--- src/rtl/irig_sync_ctrl.sv ---
// IRIG-B sync supervisor: qualifies the decoder's raw PPS and timestamp,
// runs a SEARCH/ACQUIRE/LOCKED/HOLDOVER lock machine and publishes the
// qualified PPS and time. During dropouts it free-runs for a bounded holdover.
module irig_sync_ctrl #(
    parameter int unsigned CLK_HZ       = 10000000,
    parameter int unsigned PPS_TOL      = 100,
    parameter int unsigned LOCK_COUNT   = 3,
    parameter int unsigned HOLDOVER_MAX = 60
) (
    input  logic        clk,
    input  logic        rst,
    input  logic        pps_in,
    input  logic [16:0] ts_sec_day_in,
    input  logic [8:0]  ts_day_in,
    input  logic [6:0]  ts_year_in,
    output logic        pps_out,
    output logic [16:0] sec_day_out,
    output logic [8:0]  day_out,
    output logic [6:0]  year_out,
    output logic        locked,
    output logic        holdover,
    output logic [1:0]  state
);

    localparam int unsigned CW = $clog2(2 * CLK_HZ + 1);
    localparam logic [CW-1:0] CNT_SAT = CW'(2 * CLK_HZ);
    localparam logic [CW-1:0] CNT_NOM = CW'(CLK_HZ - 1);
    localparam logic [CW-1:0] CNT_MIN = CW'(CLK_HZ - 1 - PPS_TOL);
    localparam logic [CW-1:0] CNT_MAX = CW'(CLK_HZ - 1 + PPS_TOL);
    localparam logic [CW-1:0] CNT_TMO = CW'(CLK_HZ + PPS_TOL);
    localparam logic [3:0]    LOCK_N  = 4'(LOCK_COUNT);
    localparam logic [7:0]    HOLD_N  = 8'(HOLDOVER_MAX);

    typedef enum logic [1:0] {
        StSearch   = 2'd0,
        StAcquire  = 2'd1,
        StLocked   = 2'd2,
        StHoldover = 2'd3
    } state_e;

    typedef struct packed {
        logic [16:0] sec;
        logic [8:0]  day;
        logic [6:0]  year;
    } ts_t;

    // Advance a timestamp by one second, including day, leap-year and century wrap.
    function automatic ts_t ts_inc(input ts_t t);
        ts_t r;
        r = t;
        if (t.sec == 17'd86399) begin
            r.sec = '0;
            if ((t.day == 9'd366 && t.year[1:0] == 2'd0) ||
                (t.day == 9'd365 && t.year[1:0] != 2'd0)) begin
                r.day  = 9'd1;
                r.year = (t.year == 7'd99) ? 7'd0 : t.year + 7'd1;
            end else begin
                r.day = t.day + 9'd1;
            end
        end else begin
            r.sec = t.sec + 17'd1;
        end
        return r;
    endfunction

    function automatic logic ts_in_range(input ts_t t);
        return (t.sec <= 17'd86399) && (t.day != 9'd0) && (t.day <= 9'd366);
    endfunction

    // {locked, holdover} that go with a given state, so flags change with the state.
    function automatic logic [1:0] st_flags(input state_e s);
        return {s == StLocked, s == StHoldover};
    endfunction

    state_e        state_q;
    logic          pps_q;
    logic [CW-1:0] cnt;
    logic [3:0]    good_cnt;
    logic [7:0]    ho_cnt;
    ts_t           prev_ts;
    ts_t           pub_ts;

    logic ev;
    ts_t  sample;
    logic good;

    assign ev     = pps_in & ~pps_q;
    assign sample = '{sec: ts_sec_day_in, day: ts_day_in, year: ts_year_in};
    assign good   = (cnt >= CNT_MIN) && (cnt <= CNT_MAX) &&
                    ts_in_range(sample) && (sample == ts_inc(prev_ts));

    assign state       = state_q;
    assign sec_day_out = pub_ts.sec;
    assign day_out     = pub_ts.day;
    assign year_out    = pub_ts.year;

    // Lock FSM, interval/holdover counters and registered publish outputs.
    always_ff @(posedge clk or negedge rst) begin
        if (!rst) begin
            state_q  <= StSearch;
            locked   <= 1'b0;
            holdover <= 1'b0;
            pps_out  <= 1'b0;
            pps_q    <= 1'b0;
            cnt      <= '0;
            good_cnt <= '0;
            ho_cnt   <= '0;
            prev_ts  <= '0;
            pub_ts   <= '0;
        end else begin
            pps_q   <= pps_in;
            pps_out <= 1'b0;
            if (ev) begin
                prev_ts <= sample;
                cnt     <= '0;
            end else if (cnt != CNT_SAT) begin
                cnt <= cnt + CW'(1);
            end

            unique case (state_q)
                StSearch: begin
                    if (ev) begin
                        state_q              <= StAcquire;
                        {locked, holdover}   <= st_flags(StAcquire);
                        good_cnt             <= '0;
                    end
                end
                StAcquire: begin
                    if (ev) begin
                        if (!good) begin
                            good_cnt <= '0;
                        end else if (good_cnt + 4'd1 == LOCK_N) begin
                            state_q            <= StLocked;
                            {locked, holdover} <= st_flags(StLocked);
                            good_cnt           <= '0;
                            pps_out            <= 1'b1;
                            pub_ts             <= sample;
                        end else begin
                            good_cnt <= good_cnt + 4'd1;
                        end
                    end else if (cnt == CNT_TMO) begin
                        state_q            <= StSearch;
                        {locked, holdover} <= st_flags(StSearch);
                        good_cnt           <= '0;
                    end
                end
                StLocked: begin
                    if (ev) begin
                        pps_out <= 1'b1;
                        pub_ts  <= sample;
                        if (!good) begin
                            state_q            <= StAcquire;
                            {locked, holdover} <= st_flags(StAcquire);
                            good_cnt           <= '0;
                        end
                    end else if (cnt == CNT_TMO) begin
                        // The first free-run pulse counts as holdover second 1.
                        state_q            <= StHoldover;
                        {locked, holdover} <= st_flags(StHoldover);
                        pps_out            <= 1'b1;
                        pub_ts             <= ts_inc(pub_ts);
                        cnt                <= '0;
                        ho_cnt             <= 8'd1;
                    end
                end
                StHoldover: begin
                    if (ev) begin
                        state_q            <= StAcquire;
                        {locked, holdover} <= st_flags(StAcquire);
                        good_cnt           <= '0;
                        ho_cnt             <= '0;
                    end else if (cnt == CNT_NOM) begin
                        cnt <= '0;
                        if (ho_cnt >= HOLD_N) begin
                            state_q            <= StSearch;
                            {locked, holdover} <= st_flags(StSearch);
                            ho_cnt             <= '0;
                        end else begin
                            pps_out <= 1'b1;
                            pub_ts  <= ts_inc(pub_ts);
                            ho_cnt  <= ho_cnt + 8'd1;
                        end
                    end
                end
                default: begin
                    state_q            <= StSearch;
                    {locked, holdover} <= st_flags(StSearch);
                end
            endcase
        end
    end

endmodule

--- config.mk ---
export PLATFORM = sky130hd
export DESIGN_NAME = irig_sync_ctrl
export DESIGN_NICKNAME = d
export VERILOG_FILES = /design/src/rtl/irig_sync_ctrl.sv
export SDC_FILE = /design/constraint.sdc
export NUM_CORES = 1
export LEC_CHECK = 0
export CORE_UTILIZATION = 45
export CTS_CLUSTER_DIAMETER = 30
export DETAILED_ROUTE_END_ITERATION = 8
export PLACE_DENSITY = 0.68
export SLEW_MARGIN = 30
export SYNTH_ARGS = -nofsm -noshare
export SYNTH_HDL_FRONTEND = slang
export SYNTH_SLANG_ARGS = --single-unit
--- constraint.sdc ---
create_clock -name clk -period 3.3 [get_ports clk]
set_input_delay 0.495 -clock clk [delete_from_list [all_inputs] [get_ports clk]]
set_output_delay 0.495 -clock clk [all_outputs]
set_load 0.01 [all_outputs]
# Word-level counts from Yosys, hierarchy flattened
# Cells that the tools add are included.
dict set report word_totals {
  register_bits 109
  out_inout_bits 38
  input_bits 36
  word_cells 169
}
dict set report classes {
  n_lt_le_gt_ge 5
  n_mux 79
  n_eq_ne 35
  add_sub_neg 9
  bitwise 2
  n_reduce_logical 25
}
# operator count
set ops {}
lappend ops {{$mux 33} 8}
lappend ops {{$mux 25} 6}
lappend ops {{$pmux 33 s3} 1}
lappend ops {{$eq 25x24->1 const B} 2}
lappend ops {{$pmux 25 s2} 1}
lappend ops {{$mux 8} 5}
lappend ops {{$eq 9x9->1 const B} 4}
lappend ops {{$add 17x1->17 const B} 2}
lappend ops {{$eq 17x17->1 const B} 2}
lappend ops {{$mux 17} 2}
lappend ops {{$eq 33x33->1} 1}
lappend ops {{$mux 16} 2}
lappend ops {{$mux 4} 7}
lappend ops {{$mux 7} 4}
lappend ops {{$add 25x1->25 const B} 1}
lappend ops {{$ge 25x24->1 const B} 1}
lappend ops {{$le 25x24->1 const B} 1}
lappend ops {{$ne 25x25->1 const B} 1}
lappend ops {{$mux 1} 24}
lappend ops {{$mux 2} 11}
lappend ops {{$ne 2x2->1 const B} 11}
lappend ops {{$ne 3x3->1 const B} 7}
lappend ops {{$add 9x1->9 const B} 2}
lappend ops {{$mux 9} 2}
lappend ops {{28 further kinds} 47}

# Logic depth before layout (Yosys ltp)
dict set report logic_depth {
  depth_word 10
  depth_mapped 15
  ltp_nobuf 13
}

# Worst setup path after synthesis
# OpenSTA, ideal clock, no wires.
dict set report synth_timing {
  kind {register to register}
  from {register prev_ts[16] (netlist name)}
  to {register pub_ts, in the netlist day_out[0]}
  setup_slack_ns 0.151
  t_arrival_ns 3.027
  stages_incl_launch_ff 15
  setup_ns 0.121
  cell_sequence {dfrtp_1 > ha_1 > and3_1 > and4_1 > buf_6 > nand4b_1 > and3_1 > nor4_1 > o211ai_1 > nor4_4 > nand4_1 > a21o_1 > buf_6 > buf_6 > o22a_1}
}
dict set report synth_between {
  elab_chain_len 6
}
# item line_no
set synth_rtl {}
lappend synth_rtl {{start, declared} 80} ;# ts_t prev_ts;
lappend synth_rtl {{start signal, assigned} 114} ;# prev_ts <= sample;
lappend synth_rtl {{$add 17x1->17 or $eq 17x17->1 (tied branches)} {61, 51}}
lappend synth_rtl {{$mux 17 or $mux 16 (tied branches)} 51} ;# if (t.sec == 17'd86399) begin
lappend synth_rtl {{$eq 33x33->1 (*)} 90} ;# ts_in_range(sample) && (sample == ts_inc(prev_ts));
lappend synth_rtl {{$logic_and 1x1->1 (*)} 90}
lappend synth_rtl {{$ne 2x2->1 (no source line) (*)} --}
lappend synth_rtl {{$reduce_and 8->1 (no source line) (*)} --}
lappend synth_rtl {{end signal, assigned} 137} ;# pub_ts <= sample;
lappend synth_rtl {{end signal, assigned} 150} ;# pub_ts <= sample;
lappend synth_rtl {{end signal, assigned} 161} ;# pub_ts <= ts_inc(pub_ts);
lappend synth_rtl {{end, declared} 81} ;# ts_t pub_ts;
# Mark *: on every way between the ends. The rest lies on a longest branch, timed or not.
# A chain may end at the register's enable or synchronous reset.

# Final worst setup path
dict set report layout_timing {
  from {register prev_ts[23] (netlist name)}
  to {register pub_ts, in the netlist sec_day_out[3]}
}
# The elaborated chain is that of the path after synthesis.

==> impl_metrics.toml <==
[clock_tree]
cts_buffers = 9
cts_max_level = 3
hold_buffers = 0
cts_sinks = 109
root_buffer = "clkbuf_16"
cts_tree = "yes"
path_clk_slew_ns = 0.08
clock_latency_ns = 0.37
clock_path_buffers = 2

[setup_path]
critical_path_class = "reg -> reg"
cp.arrival_ns = 3.58
worstPathRequired_ns = 3.55
r2r_end = "sec_day_out[3]$_DFFE_PN0P_"
worstSetupEndpointType = "flop"
timing.rr.start = "prev_ts[23]$_DFFE_PN0P_"
crit_fanout = 36
rr_worst_depth = 13
start_kind = "flop"
crit_chain = "buf_4, nand4_1, nor4_2, xor2_1, mux2_2, a221oi_1, nand4_1, and4bb_1, nand4_1, a21o_4, buf_12, o21ai_1, o21ai_1"
path_common_cell = "nand4_1"
r2r_slack_ns = -0.04
cp_slowest_cell = "dfrtp_1"
worst_path_largest_cell_delay_ns = 0.46

[power]
power_mw = 6.22
power_density_nw_per_um2 = 620
ir_worst_vdd_mv = 0.462
leakage_nw = 4.36

[place]
dp_cells = 1319
pre_cts_ws_ns = -0.561
dp_hpwl_mm = 17.2
io_buffers = 73
routabilityCongestion = 0.922
placed_area_sq_um = 9450

[timing]
min_period_ns = 3.34
fin_ws_ns = -0.0351
hold_violations = 0
slew_violations = 0
finalSetupViolCount = 10
clock.fmax_mhz = 300
slew_headroom_pct = 47.2
finalCritPeriodShare_pct = 101
tightest_slew_ns = 0.786
rsz0062_at_grt = "yes"
hold_ws_ns = 0.189
finalClockSkew_ns = 0.0145

[final_layout]
postLayoutCellArea_sq_um = 10000
diodes = 0
drive_gt1_share_pct = 17.4
final_cells = 1339
area_delta_synth_final_pct = 29.8
final_nets = 1173

[drt]
wirelength_mm = 23.7
routed_via_density = 5.86
drcViolationCount = 0
drt_first_iter_violations = 573
vias = 7840
firstDrtPassIters = 6
avgRoutedWirePerCell_um = 17.7
ant_nets = 0

[global_route]
grt_max_degree = 57
grt_usage_pct = 27.0
gr-total-overflow = 0
grt_pass1_wl_mm = 37.9
antenna_found_initial = 1
grt_pass1_vias = 7441

[min_path]
hp-class = "in -> async"

[yosys]
syn-num-nets = 1013
ys.flop_type = "dfrtp_1"
ys_ff_latch = 109
synth_commonest_cells = "138 x nand2_1, 109 x dfrtp_1, 94 x nor2_1, 49 x o21ai_1, 43 x o21ai_0"
synth_cell_type_count = 78
postSynthCellCount = 954
yosysMostFrequentCell = "nand2_1"
yosysWarnings = 0
yosysSeqAreaShare_pct = 35.3
synth_edf_count = 0
synthArstFlopShare_pct = 100
syn_area_sq_um = 7730
synth_top_cell_by_area = "dfrtp_1"
synth_top_area_share_pct = 35.3
synth_area_leaders = "dfrtp_1 35%, nand2_1 6.7%, nor2_1 4.6%"
postSynthAreaPerCell_sq_um = 8.11

[floorplan]
core-area_sq_um = 16700
start_util_pct = 46.3
rows = 47
die-area_sq_um = 17700
io_pins = 74
fp.dieH_um = 133
die_w_um = 133

[status]
violations = "setup timing"
status = "finished, violations left"

[job]
cap_violations = 0
-- placed cells by master (no fill, tap or decap), types with 5 or more instances in the layout --
cell | Yosys | layout
a21oi_1 | 35 | 35
a22oi_1 | 13 | 13
a31oi_1 | 10 | 9
a32oi_1 | 10 | 10
and2_1 | 10 | 10
and3_1 | 28 | 27
and4_1 | 7 | 5
and4b_1 | 5 | 5
buf_4 | 1 | 116
clkbuf_16 | 0 | 9
clkdlybuf4s50_1 | 0 | 71
dfrtp_1 | 109 | 106
ha_1 | 23 | 18
inv_1 | 42 | 39
mux2i_1 | 9 | 8
nand2_1 | 138 | 137
nand3_1 | 39 | 38
nand4_1 | 19 | 19
nand4b_1 | 7 | 7
nor2_1 | 94 | 94
nor2b_1 | 12 | 10
nor3_1 | 25 | 24
nor3b_1 | 5 | 5
nor4_1 | 12 | 7
o211ai_1 | 11 | 11
o21ai_0 | 43 | 27
o21ai_1 | 49 | 59
o21ai_2 | 0 | 5
o31ai_1 | 6 | 5
or3_1 | 8 | 8
xnor2_1 | 30 | 29
xor2_1 | 23 | 23
-- flip-flops by register name, summed over array words and instances (netlist names), 2 cells and up --
register,cells
cnt,25
day_out,9
good_cnt,4
ho_cnt,8
prev_ts,33
sec_day_out,17
state,2
year_out,7
-- cell families after synthesis --
logic type / Yosys count / synth area share, %
and+or+nand+nor: 439 / 29.3
AOI/OAI and AO/OA: 232 / 19.3
DFF: 109 / 35.3
buffers and inverters: 86 / 4.87
xor gates and xnor gates: 53 / 6.00
adders and majority gates: 23 / 3.72
muxes: 12 / 1.60
-- repair_timing --
item,4_1_cts,5_1_grt
setup buffers,2,3
resized for setup,16,58
pin swaps,5,10
endpoints found under the setup margin,40,42
-- worst max path at each step --
stage | start | cells past startpoint | to | slack [ns]
after floorplan | prev_ts[16]$_DFFE_PN0P_ | 14 | day_out[0]$_DFFE_PN0P_ | 0.15
after global placement | ts_sec_day_in[8] | 13 | year_out[0]$_DFFE_PN0P_ | -0.49
after detailed placement | ts_sec_day_in[8] | 13 | sec_day_out[16]$_DFFE_PN0P_ | -0.56
after CTS | prev_ts[25]$_DFFE_PN0P_ | 14 | day_out[1]$_DFFE_PN0P_ | 0.005
after global routing | prev_ts[0]$_DFFE_PN0P_ | 15 | year_out[0]$_DFFE_PN0P_ | -0.18
final | prev_ts[23]$_DFFE_PN0P_ | 13 | sec_day_out[3]$_DFFE_PN0P_ | -0.04
-- where the power goes --
group	switching, mW	internal (mW)
clock network	0.550	0.563
logic	1.61	1.43
registers	0.420	1.64
-- layout make-up --
cell class / count / area [sq um]
Fill cell: 1525 / 6660
Multi-Input combinational cell: 759 / 4900
Sequential cell: 109 / 2730
Timing Repair Buffer: 193 / 1690
Tap cell: 220 / 275
Clock buffer: 11 / 253
Inverter: 42 / 158
Clock inverter: 5 / 41.3
-- metrics by stage --
step           utilization (%)  TNS (ns)
2_1_floorplan                -         0
3_3_place_gp              56.6    -18.30
3_5_place_dp              56.6    -20.95
4_1_cts                   58.8         0
5_1_grt                   60.1     -5.68
6_report                  60.1    -0.105
-- layer usage --
metal	GRT usage [%]	share of wire, %	wire [um]
met1	34.1	42	9880
met2	45.6	49	11600
met3	4.53	5.4	1280
met4	11.7	4.1	980
met5	0	0	0
-- worst max-delay path, delay by kind of cell, from the launching register on --
kind                   cells  cell delay [ns]
AO/OA/AOI/OAI              4             0.80
flip-flops                 1             0.46
XOR/XNOR                   1             0.20
multiplexers               1             0.39
AND/OR/NAND/NOR            5             1.00
buffers and inverters      2             0.36
Power figures use the tool's default switching activity.
